===== config.mk =====
export PLATFORM = sky130hd
export DESIGN_NAME = error_report_arbiter_flat
export DESIGN_NICKNAME = d
export VERILOG_FILES = /design/src/rtl/error_report_arbiter_if.sv /design/src/rtl/error_report_arbiter.sv /design/src/flat_wrapper.sv
export SDC_FILE = /design/constraint.sdc
export NUM_CORES = 1
export LEC_CHECK = 0
export CORE_MARGIN = 2
export CORE_UTILIZATION = 32
export DETAILED_ROUTE_END_ITERATION = 7
export PLACE_DENSITY = 0.6
export SYNTH_ARGS = -nofsm -noshare
export SYNTH_HDL_FRONTEND = slang
export SYNTH_SLANG_ARGS = --single-unit

===== constraint.sdc =====
create_clock -name CLK -period 6.6 [get_ports CLK]
set_clock_uncertainty 0.1 [all_clocks]
set_input_delay 1.65 -clock CLK [delete_from_list [all_inputs] [get_ports CLK]]
set_output_delay 1.65 -clock CLK [all_outputs]
set_load 0.05 [all_outputs]

===== src/rtl/error_report_arbiter_if.sv =====
// error_report_arbiter_if: source/FIFO-side bus of the error report arbiter.
// DROP_CNT exists only when ERR_ARB_DROP_CNT_EN is defined.
interface error_report_arbiter_if #(
   parameter int N     = 4,
   parameter int EW    = 29,
   parameter int DEPTH = 64
);
   logic [N-1:0]               SRC_STB;
   logic [N*EW-1:0]            SRC_ECD;
   logic                       CONT_STB;
   logic                       FIFO_VALID;
   logic                       FIFO_ERD;
   logic                       OUT_STB;
   logic [EW-1:0]              OUT_ECD;
   logic [$clog2(DEPTH)-1:0]   CREDITS;
   logic [N-1:0]               OVF;
   logic                       OVF_CONT;
   logic                       OVF_CLR;
`ifdef ERR_ARB_DROP_CNT_EN
   logic [15:0]                DROP_CNT;
   modport slave (
      input  SRC_STB, SRC_ECD, CONT_STB, FIFO_VALID, FIFO_ERD, OVF_CLR,
      output OUT_STB, OUT_ECD, CREDITS, OVF, OVF_CONT, DROP_CNT
   );
   modport master (
      output SRC_STB, SRC_ECD, CONT_STB, FIFO_VALID, FIFO_ERD, OVF_CLR,
      input  OUT_STB, OUT_ECD, CREDITS, OVF, OVF_CONT, DROP_CNT
   );
`else
   modport slave (
      input  SRC_STB, SRC_ECD, CONT_STB, FIFO_VALID, FIFO_ERD, OVF_CLR,
      output OUT_STB, OUT_ECD, CREDITS, OVF, OVF_CONT
   );
   modport master (
      output SRC_STB, SRC_ECD, CONT_STB, FIFO_VALID, FIFO_ERD, OVF_CLR,
      input  OUT_STB, OUT_ECD, CREDITS, OVF, OVF_CONT
   );
`endif
endinterface


===== src/rtl/error_report_arbiter.sv =====
// error_report_arbiter: round-robin sharing of the FIFO core-error port among N sources,
// with strobe spacing and credit tracking. ERR_ARB_DROP_CNT_EN adds a saturating DROP_CNT.
module error_report_arbiter #(
   parameter int N     = 4,
   parameter int EW    = 29,
   parameter int DEPTH = 64
) (
   input logic                   CLK,
   input logic                   RESET,
   error_report_arbiter_if.slave bus
);
   localparam int CW = $clog2(DEPTH);
   localparam int RW = $clog2(N);
   localparam logic [RW:0] NV = (RW+1)'(N);
   localparam logic [CW:0] MAXC = (CW+1)'(DEPTH-1);

   logic [N-1:0]  pend_q, pend_d, rot, grant, load, drop, ovf_q, ovf_d;
   logic [EW-1:0] pend_ecd_q [N];
   logic [EW-1:0] out_ecd_q;
   logic [RW-1:0] rr_q, rr_d, off, grant_idx;
   logic [RW:0]   idx_sum, rr_sum;
   logic [CW-1:0] credits_q, credits_d;
   logic [CW:0]   cr_sum, cr_dec, cr_diff;
   logic          gap_q, out_stb_q, ovf_cont_q, ovf_cont_d, issue, found, inc, cont_drop;
`ifdef ERR_ARB_DROP_CNT_EN
   logic [15:0]   drop_cnt_q, drop_cnt_d;
   logic [16:0]   drop_sum;
`endif

   always_comb begin
      // rotate so bit 0 is the source at RR; first set bit is the grant offset
      rot = N'({pend_q, pend_q} >> rr_q);
      off = '0;
      found = 1'b0;
      for (int k = 0; k < N; k++) if (!found && rot[k]) begin found = 1'b1; off = RW'(k); end
      idx_sum = {1'b0, rr_q} + {1'b0, off};
      grant_idx = idx_sum >= NV ? RW'(idx_sum - NV) : idx_sum[RW-1:0];
      issue = |pend_q & ~gap_q & (credits_q != '0);
      grant = issue ? N'(1) << grant_idx : '0;
      load = bus.SRC_STB & (~pend_q | grant);
      drop = bus.SRC_STB & pend_q & ~grant;
      pend_d = load | (pend_q & ~grant);
      rr_sum = {1'b0, grant_idx} + (RW+1)'(1);
      rr_d = issue ? (rr_sum == NV ? '0 : rr_sum[RW-1:0]) : rr_q;
      inc = bus.FIFO_ERD & bus.FIFO_VALID;
      cont_drop = bus.CONT_STB & (credits_q == '0) & ~inc;
      cr_sum = {1'b0, credits_q} + (CW+1)'(inc);
      cr_dec = (CW+1)'(issue) + (CW+1)'(bus.CONT_STB);
      cr_diff = cr_sum - cr_dec;
      credits_d = cr_sum < cr_dec ? '0 : cr_diff > MAXC ? MAXC[CW-1:0] : cr_diff[CW-1:0];
      ovf_d = (bus.OVF_CLR ? '0 : ovf_q) | drop;
      ovf_cont_d = (bus.OVF_CLR ? 1'b0 : ovf_cont_q) | cont_drop;
`ifdef ERR_ARB_DROP_CNT_EN
      drop_sum = {1'b0, bus.OVF_CLR ? 16'd0 : drop_cnt_q} + 17'($countones(drop)) + 17'(cont_drop);
      drop_cnt_d = drop_sum[16] ? '1 : drop_sum[15:0];
`endif
   end

   always_ff @(posedge CLK or negedge RESET) begin
      if (!RESET) begin
         pend_q <= '0;
         for (int i = 0; i < N; i++) pend_ecd_q[i] <= '0;
         rr_q <= '0;
         gap_q <= 1'b0;
         out_stb_q <= 1'b0;
         out_ecd_q <= '0;
         credits_q <= MAXC[CW-1:0];
         ovf_q <= '0;
         ovf_cont_q <= 1'b0;
`ifdef ERR_ARB_DROP_CNT_EN
         drop_cnt_q <= '0;
`endif
      end else begin
         pend_q <= pend_d;
         for (int i = 0; i < N; i++) if (load[i]) pend_ecd_q[i] <= bus.SRC_ECD[i*EW +: EW];
         rr_q <= rr_d;
         gap_q <= issue;
         out_stb_q <= issue;
         if (issue) out_ecd_q <= pend_ecd_q[grant_idx];
         credits_q <= credits_d;
         ovf_q <= ovf_d;
         ovf_cont_q <= ovf_cont_d;
`ifdef ERR_ARB_DROP_CNT_EN
         drop_cnt_q <= drop_cnt_d;
`endif
      end
   end

   assign bus.OUT_STB = out_stb_q;
   assign bus.OUT_ECD = out_ecd_q;
   assign bus.CREDITS = credits_q;
   assign bus.OVF = ovf_q;
   assign bus.OVF_CONT = ovf_cont_q;
`ifdef ERR_ARB_DROP_CNT_EN
   assign bus.DROP_CNT = drop_cnt_q;
`endif
endmodule


===== src/flat_wrapper.sv =====
// flat-port wrapper written by rule: the top's interface ports become plain ports
module error_report_arbiter_flat 
#(
   parameter int N     = 4,
   parameter int EW    = 29,
   parameter int DEPTH = 64
)
  (CLK, RESET, bus_SRC_STB, bus_SRC_ECD, bus_CONT_STB, bus_FIFO_VALID, bus_FIFO_ERD, bus_OVF_CLR, bus_OUT_STB, bus_OUT_ECD, bus_CREDITS, bus_OVF, bus_OVF_CONT);
  error_report_arbiter_if #(.N(N), .EW(EW), .DEPTH(DEPTH)) bus_i ();
  input logic CLK;
  input logic RESET;
  input wire logic [$bits(bus_i.SRC_STB)-1:0] bus_SRC_STB;
  input wire logic [$bits(bus_i.SRC_ECD)-1:0] bus_SRC_ECD;
  input wire logic [$bits(bus_i.CONT_STB)-1:0] bus_CONT_STB;
  input wire logic [$bits(bus_i.FIFO_VALID)-1:0] bus_FIFO_VALID;
  input wire logic [$bits(bus_i.FIFO_ERD)-1:0] bus_FIFO_ERD;
  input wire logic [$bits(bus_i.OVF_CLR)-1:0] bus_OVF_CLR;
  output wire logic [$bits(bus_i.OUT_STB)-1:0] bus_OUT_STB;
  output wire logic [$bits(bus_i.OUT_ECD)-1:0] bus_OUT_ECD;
  output wire logic [$bits(bus_i.CREDITS)-1:0] bus_CREDITS;
  output wire logic [$bits(bus_i.OVF)-1:0] bus_OVF;
  output wire logic [$bits(bus_i.OVF_CONT)-1:0] bus_OVF_CONT;
  assign bus_i.SRC_STB = bus_SRC_STB;
  assign bus_i.SRC_ECD = bus_SRC_ECD;
  assign bus_i.CONT_STB = bus_CONT_STB;
  assign bus_i.FIFO_VALID = bus_FIFO_VALID;
  assign bus_i.FIFO_ERD = bus_FIFO_ERD;
  assign bus_i.OVF_CLR = bus_OVF_CLR;
  assign bus_OUT_STB = bus_i.OUT_STB;
  assign bus_OUT_ECD = bus_i.OUT_ECD;
  assign bus_CREDITS = bus_i.CREDITS;
  assign bus_OVF = bus_i.OVF;
  assign bus_OVF_CONT = bus_i.OVF_CONT;
  error_report_arbiter #(.N(N), .EW(EW), .DEPTH(DEPTH)) u_core (.CLK(CLK), .RESET(RESET), .bus(bus_i));
endmodule

Yosys cells after proc, flatten, opt, wreduce, memory -nomap -nowiden
Index checks and enable logic that the tools add are counted.

Add/subtract/negate cells: 6. $lt $le $gt $ge: 4. Equal/unequal tests: 1. Shift-type cells: 2. Mux-type cells: 16. Bitwise operators: 18. Reduce and logical (&&, ||, !) cells: 9.

Operators with widths (count): binary-select mux 29 bit (select 2 bit) (1); two-way mux 29 bit (2); bitwise AND 4 bit (4); two-way mux 6 bit (2); OR 4 bit (3); two-way mux 2 bit (4); two-way mux 4 bit (2); NOT 4 bit (2); right shift 8 x 2 -> 4 bit (1); adder 6 x 1 -> 7 bit (1); > comparator 7 x 6 -> 1 bit, second input constant (1); less-than comparator 7 bit (1); subtractor 7 bit (1); greater-or-equal comparator 3 bit, second input constant (2); logical NOT 6 bit (1); nonzero test 6 bit (1); bitwise AND 1 bit (5); two-way mux 1 bit (5); OR reduction 4 bit (1); << shifter 1 x 2 -> 4 bit, first input constant (1); adder 2 x 1 -> 3 bit, second input constant (1); adder 2 x 2 -> 3 bit (1); equality test 3 bit, second input constant (1); logical AND 1 bit (3); other kinds (6) (9).

Flip-flop bits (word level): 163. Input port bits: 126. Output and inout bits: 41. Word-level logic and storage cells: 67.

Depth between registers and ports, before layout
Depth in word-level cells: 19. Gate-level depth with buffers: 19. Mapped depth without buffers: 15.

Worst setup path after synthesis
Ideal clock, no wire load.

Path kind: input to register. From: in bus_FIFO_ERD. To: reg u_core.credits_q[0] (netlist: u_core.bus.CREDITS[0]). Setup time: 91 ps. Data arrival time: 3694 ps. Data required time: 6409 ps. Path slack: 2714 ps. Stages on the path: 10. Path buffers: 0. Cells stage by stage: and2_1 ha_1 ha_1 inv_1 fa_1 or4b_1 o31ai_1 nor4bb_1 a31oi_1 a21oi_1.

Cells in the longest elaborated chain, start to end: 6. Elaborated cells between the ends (all ways): 7. Those cells by class: add/sub: 2; order compare: 2; mux: 2; bitwise: 1.

RTL lines: start: declaration (RTL line flat_wrapper.sv:16) `input wire logic [$bits(bus_i.FIFO_ERD)-1:0] bus_FIFO_ERD;`; bitwise AND 1 bit (*) (RTL line error_report_arbiter.sv:45) `inc = bus.FIFO_ERD & bus.FIFO_VALID;`; adder 6 x 1 -> 7 bit (*) (RTL line error_report_arbiter.sv:47) `cr_sum = {1'b0, credits_q} + (CW+1)'(inc);`; subtractor 7 bit (RTL line error_report_arbiter.sv:49) `cr_diff = cr_sum - cr_dec;`; > comparator 7 x 6 -> 1 bit (RTL line error_report_arbiter.sv:50) `credits_d = cr_sum < cr_dec ? '0 : cr_diff > MAXC ? MAXC[CW-1:0] : cr_diff[CW-1:0];`; two-way mux 6 bit (RTL line error_report_arbiter.sv:50); two-way mux 6 bit (*) (RTL line error_report_arbiter.sv:50); via u_core.credits_d[0] (RTL line error_report_arbiter.sv:22) `logic [CW-1:0] credits_q, credits_d;`; end signal: assignment (RTL line error_report_arbiter.sv:67) `credits_q <= MAXC[CW-1:0];`; end signal: assignment (RTL line error_report_arbiter.sv:80) `credits_q <= credits_d;`; end: declaration (RTL line error_report_arbiter.sv:22).

The timed path passes the listed nets; every way through them passes the cells marked *. A chain may end at the register's enable or synchronous reset.

Worst setup path after layout
From: reg u_core.pend_q[1]. To: reg u_core.pend_ecd_q[7] (netlist bit).

Cells in the longest elaborated chain, start to end: 18. Elaborated cells between the ends (all ways): 24. Those cells by class: add/sub: 2; order compare: 1; shift: 2; mux: 8; bitwise: 4; reduce/logical: 7.

RTL lines: start: declaration (RTL line error_report_arbiter.sv:17) `logic [N-1:0] pend_q, pend_d, rot, grant, load, drop, ovf_q, ovf_d;`; start signal: assignment (RTL line error_report_arbiter.sv:74) `pend_q <= pend_d;`; right shift 8 x 2 -> 4 bit (RTL line error_report_arbiter.sv:32) `rot = N'({pend_q, pend_q} >> rr_q);`; two-way mux 1 bit (RTL line error_report_arbiter.sv:35) `for (int k = 0; k < N; k++) if (!found && rot[k]) begin found = 1'b1; off = RW'(k); end`; logical NOT 1 bit (RTL line error_report_arbiter.sv:35); logical AND 1 bit (RTL line error_report_arbiter.sv:35); two-way mux 1 bit (RTL line error_report_arbiter.sv:35); logical NOT 1 bit (RTL line error_report_arbiter.sv:35); logical AND 1 bit (RTL line error_report_arbiter.sv:35); two-way mux 1 bit (RTL line error_report_arbiter.sv:35); (+2 left out); two-way mux 2 bit (RTL line error_report_arbiter.sv:35); adder 2 x 2 -> 3 bit (RTL line error_report_arbiter.sv:36) `idx_sum = {1'b0, rr_q} + {1'b0, off};`; greater-or-equal comparator 3 bit or subtractor 2 x 1 -> 2 bit (tied branches) (RTL line error_report_arbiter.sv:37) `grant_idx = idx_sum >= NV ? RW'(idx_sum - NV) : idx_sum[RW-1:0];`; two-way mux 2 bit (RTL line error_report_arbiter.sv:37); << shifter 1 x 2 -> 4 bit (RTL line error_report_arbiter.sv:39) `grant = issue ? N'(1) << grant_idx : '0;`; two-way mux 4 bit (*) (RTL line error_report_arbiter.sv:39); OR 4 bit (*) (RTL line error_report_arbiter.sv:40) `load = bus.SRC_STB & (~pend_q | grant);`; bitwise AND 4 bit (*) (RTL line error_report_arbiter.sv:40); end: declaration (RTL line error_report_arbiter.sv:18) `logic [EW-1:0] pend_ecd_q [N];`.

Every way passes the cells marked *; elsewhere a longest branch is shown, timed or not.

==> summary.md <==
The critical path runs through a total of 14 cells. The fraction of power consumed by sequential logic was 0.315. Commonest non-fill, non-tap cell in the layout: sky130_fd_sc_hd__clkdlybuf4s50_1. The routability congestion estimate is 0.817, and the longest individual stage delay on the worst path is 780 ps. Net switching share of the total power: 0.404. The kind of critical path was register to register. The number of buffers added on ports is 166, and the number of global-route vias before repair is 5467.

Once the clock tree was built, the setup fixing pass inserted 0 buffers. CTS built an H-tree with a depth of 4. The area of the die came out at 24700 µm². After clock tree synthesis, the flow added hold-fix buffers numbering 0. The maximum fanout along the worst path works out to 32. Clock network power share: 0.185. At the worst endpoint, the required time is 6800 ps. The worst hold path terminates at u_core.pend_ecd_q[76]. Counting cells, the worst reg-to-reg path comes to 14.

The hold slack came out at 394 ps. For the internal power component, the log shows 0.00351 W. Summed over all failing endpoints, the final setup total negative slack is 0 ps.

The path category of the worst min-delay check was register to register. In this run the most critical hold path is launched from u_core.pend_ecd_q[76]. After filler insertion, the fill cell instance count of the layout stands at 2151. STA classifies the critical path startpoint as a register. For this block, the via count after detailed routing is 5144.

The area growth from synthesis to layout is 34.4%. The total number of nets in the final design is 867. The pin slew with the least headroom to its limit is 1030 ps. The logs give 721 for the synthesized netlist net count and 4.28 nW for the leakage power. After clock tree synthesis, the clock-pin slew on the worst setup and hold paths is 70 ps.

Before CTS, the worst setup slack after placement is 1630 ps. In this design, the critical path's most frequently occurring cell is sky130_fd_sc_hd__nor2_1. Initial core utilization: 0.323. The run gives 0 as the post-route DRC violation count. Post-CTS repair changed the size of 0 cells. 167 I/O pins were placed. In the layout the commonest cells are 165 x sky130_fd_sc_hd__clkdlybuf4s50_1, 157 x sky130_fd_sc_hd__dfrtp_1, 106 x sky130_fd_sc_hd__mux2_2, 58 x sky130_fd_sc_hd__mux2i_1, 35 x sky130_fd_sc_hd__nor2_1. The logs give 5210 ps for the critical path data arrival time and 204 for the DRC marker count from the first detailed-route iteration. The tools report the post-synthesis sequential area ratio as 0.544.

In the synthesized netlist, the number of instances is 584. The share of final-layout standard cells stronger than drive strength 1 was 0.214; the switching power summed over all nets was 0.00238 W. The count of TritonRoute iterations in the first routing pass came out at 4. The part of the power in combinational logic was 0.500; the design area was 10100 µm². The number of rows created at floorplan was 56; the total global routing track utilization was 0.155. The flip-flop and latch count after synthesis is 163. The final worst-path setup slack is 1590 ps, and the worst slew margin relative to its limit is 0.314. The first global-routing pass estimated 29.5 mm of wire. In this run the critical register-to-register path is captured at u_core.pend_ecd_q[7]. For the clock buffer count from CTS, the log shows 17. The tree is rooted in a sky130_fd_sc_hd__clkbuf_16. The startpoint of the most critical register-to-register path was u_core.pend_q[1].

The number of antenna violations at the first check in global routing is 0. For this design the ratio of total power to cell area is 583 nW/µm². Once detailed placement completed, the half-perimeter wirelength came to 12.8 mm. The synthesized area was 7510 µm²; the routed length per instance was 18.0 µm. The flow ran to the end, and the final reports show no timing, DRC or antenna violations. The run gives 0 as the total of max-cap violations.

For the highest attainable clock frequency, the log shows 200 MHz. A synthesized cell averages 12.9 µm². The routed via count divided by cell count is 4.84. Measured along the x axis, the die boundary spans 157 µm.

The nature of the critical path endpoint was a register. Among cell families on the critical path, the largest total delay comes from simple AND/OR/NAND/NOR gates. For this design, the slowest cell found on the critical path is sky130_fd_sc_hd__and4_2.

The number of cells traversed by the worst hold path was 1. Setup repair after global routing left no endpoint under its margin. No sink is reached through more buffers than the 2 on the longest clock path. The logs give 0 for the number of diodes added for antenna fixing and 48 for the number of distinct standard cells referenced by the synthesized netlist. The period utilization was 0.759; the final setup violation count was 0. The number of buffers and inverters on the critical path was 1. Traced cell by cell, the critical path runs through nor2_1, nor2_1, a21oi_1, o22ai_1, o21a_1, ha_4, xor2_1, and4_2, or2_2, ha_1, inv_1, o21ai_1, nand2_2, mux2_2.

The count of nets left with antenna violations once routing finished came out at 0. After detailed placement, the total cell area comes to 9450 µm². The run gives 0 as the synthesis warning total. In this run the register-to-register setup slack is 1590 ps. The run gives 0 as the overflow left after global routing. The tools report the core region area as 23300 µm². The die is 157 µm tall. TritonCTS built the clock tree. IR analysis of the VDD net gives a maximum drop of 0.000216 V. The count of final max-slew check failures was 0.

Overall routed net length: 19.1 mm. The clock sink count is 163. The run gives 0 as the number of failing hold endpoints at the final stage.

Entering global routing, the biggest net connects 113 pins. The clock latency on the worst-skew pair is 420 ps, and the shortest period the worst path allows is 5010 ps.
==> metrics by stage <==
stage | std cells | power (W) | utilization
2_1_floorplan | 584 | 0.00400 | -
3_3_place_gp | 1030 | 0.00474 | 0.406
3_5_place_dp | 1030 | 0.00484 | 0.406
4_1_cts | 1062 | 0.00595 | 0.434
5_1_grt | 1062 | 0.00626 | 0.434
6_report | 1062 | 0.00589 | 0.434
==> state kept, by name, indices dropped and copies added, names as in the netlist <==
register / cells
u_core.bus.OUT_ECD: 29
u_core.bus.CREDITS: 6
u_core.pend_q: 4
u_core.bus.OVF: 4
u_core.pend_ecd_q: 116
u_core.bus.OVF_CONT: 1
u_core.rr_q: 2
u_core.gap_q: 1
==> cell families (layout without fill, tap and decap cells) <==
group / after synthesis / in the layout / share of synthesized area
mux: 174 / 174 / 0.251
flops: 163 / 163 / 0.544
simple gates: 102 / 102 / 0.0718
compound gates: 63 / 63 / 0.0673
buf+inv: 62 / 221 / 0.0358
fa+ha+maj: 11 / 11 / 0.0193
xor+xnor: 9 / 9 / 0.0105
==> per-layer routing <==
metal	global-route usage	routed length, µm	share of wire	vias up
li1	-	-	-	2430
met1	0.214	9130	0.48	2588
met2	0.252	9120	0.48	112
met3	0.0234	644	0.034	14
met4	0.0446	208	0.011	0
met5	0	0	0	-
==> worst register-to-register path, stage by stage, from the launching register on <==
cell	delay, ps
sky130_fd_sc_hd__dfrtp_1	470
sky130_fd_sc_hd__nor2_1	210
sky130_fd_sc_hd__nor2_1	70
sky130_fd_sc_hd__a21oi_1	120
sky130_fd_sc_hd__o22ai_1	90
sky130_fd_sc_hd__o21a_1	200
sky130_fd_sc_hd__ha_4	160
sky130_fd_sc_hd__xor2_1	270
sky130_fd_sc_hd__and4_2	780
sky130_fd_sc_hd__or2_2	750
sky130_fd_sc_hd__ha_1	290
sky130_fd_sc_hd__inv_1	50
sky130_fd_sc_hd__o21ai_1	240
sky130_fd_sc_hd__nand2_2	580
sky130_fd_sc_hd__mux2_2	520
==> how the worst max path moves through the flow <==
stage,from,end
final,u_core.pend_q[1],u_core.pend_ecd_q[7]
after global routing,u_core.pend_q[1],u_core.pend_ecd_q[22]
after global placement,u_core.pend_q[1],u_core.pend_ecd_q[5]
after floorplan,bus_FIFO_ERD,u_core.bus.CREDITS[0]
after CTS,u_core.pend_q[1],u_core.pend_ecd_q[26]
after detailed placement,u_core.pend_q[1],u_core.pend_ecd_q[7]
==> cell type report <==
| class | instances | area, µm² | share of cell area |
|---|---|---|---|
| clock buffers | 18 | 429 | 0.0425 |
| clock inverters | 14 | 214 | 0.0212 |
| multi-input cells | 359 | 3210 | 0.318 |
| repair buffers | 169 | 1690 | 0.167 |
| inverters | 20 | 75.1 | 0.00744 |
| well taps | 319 | 399 | 0.0395 |
| flip-flops and latches | 163 | 4090 | 0.405 |
==> power by group through the flow <==
| stage | clock (W) | sequential [W] | combinational [W] |
|---|---|---|---|
| after floorplan | 0 | 0.00218 | 0.00182 |
| after detailed placement | 0 | 0.00187 | 0.00297 |
| after global placement | 0 | 0.00184 | 0.00290 |
| after global routing | 0.00116 | 0.00192 | 0.00319 |
| after CTS | 0.00112 | 0.00186 | 0.00298 |
| final | 0.00109 | 0.00185 | 0.00294 |
==> synthesized netlist by cell type (all sizes together) <==
| library cell | count | area share |
|---|---|---|
| dfrtp | 157 | 0.52 |
| mux2 | 116 | 0.17 |
| mux2i | 58 | 0.077 |
| nor2 | 35 | 0.017 |
| a221o | 30 | 0.040 |
| nor4 | 30 | 0.026 |
| buf | 26 | 0.018 |
| inv | 20 | 0.010 |
| clkbuf | 16 | 0.0082 |
| nand2 | 12 | 0.0060 |
| ha | 10 | 0.017 |
| o21ai | 9 | 0.0065 |
| a21oi | 8 | 0.0053 |
| dfstp | 6 | 0.021 |
| xor2 | 6 | 0.0070 |
| nand3 | 5 | 0.0033 |
| o22ai | 5 | 0.0042 |
| nor2b | 4 | 0.0033 |
| and3b | 3 | 0.0035 |
| nor3 | 3 | 0.0020 |
| nor3b | 3 | 0.0030 |
| xnor2 | 3 | 0.0035 |
| a31oi | 2 | 0.0017 |
| a211oi | 1 | 0.0010 |
| a21bo | 1 | 0.0013 |
| a21boi | 1 | 0.0010 |
| a21o | 1 | 0.0010 |
| and2 | 1 | 0.00083 |
| and3 | 1 | 0.00083 |
| and4 | 1 | 0.0012 |
| fa | 1 | 0.0027 |
| nand3b | 1 | 0.0010 |
| nor4bb | 1 | 0.0013 |
| o2111ai | 1 | 0.0012 |
| o211ai | 1 | 0.0010 |
| o21a | 1 | 0.0010 |
| o31ai | 1 | 0.0010 |
| o32ai | 1 | 0.0012 |
| or2 | 1 | 0.00083 |
| or4b | 1 | 0.0013 |
Note: power is estimated with default switching activity, not from simulation.
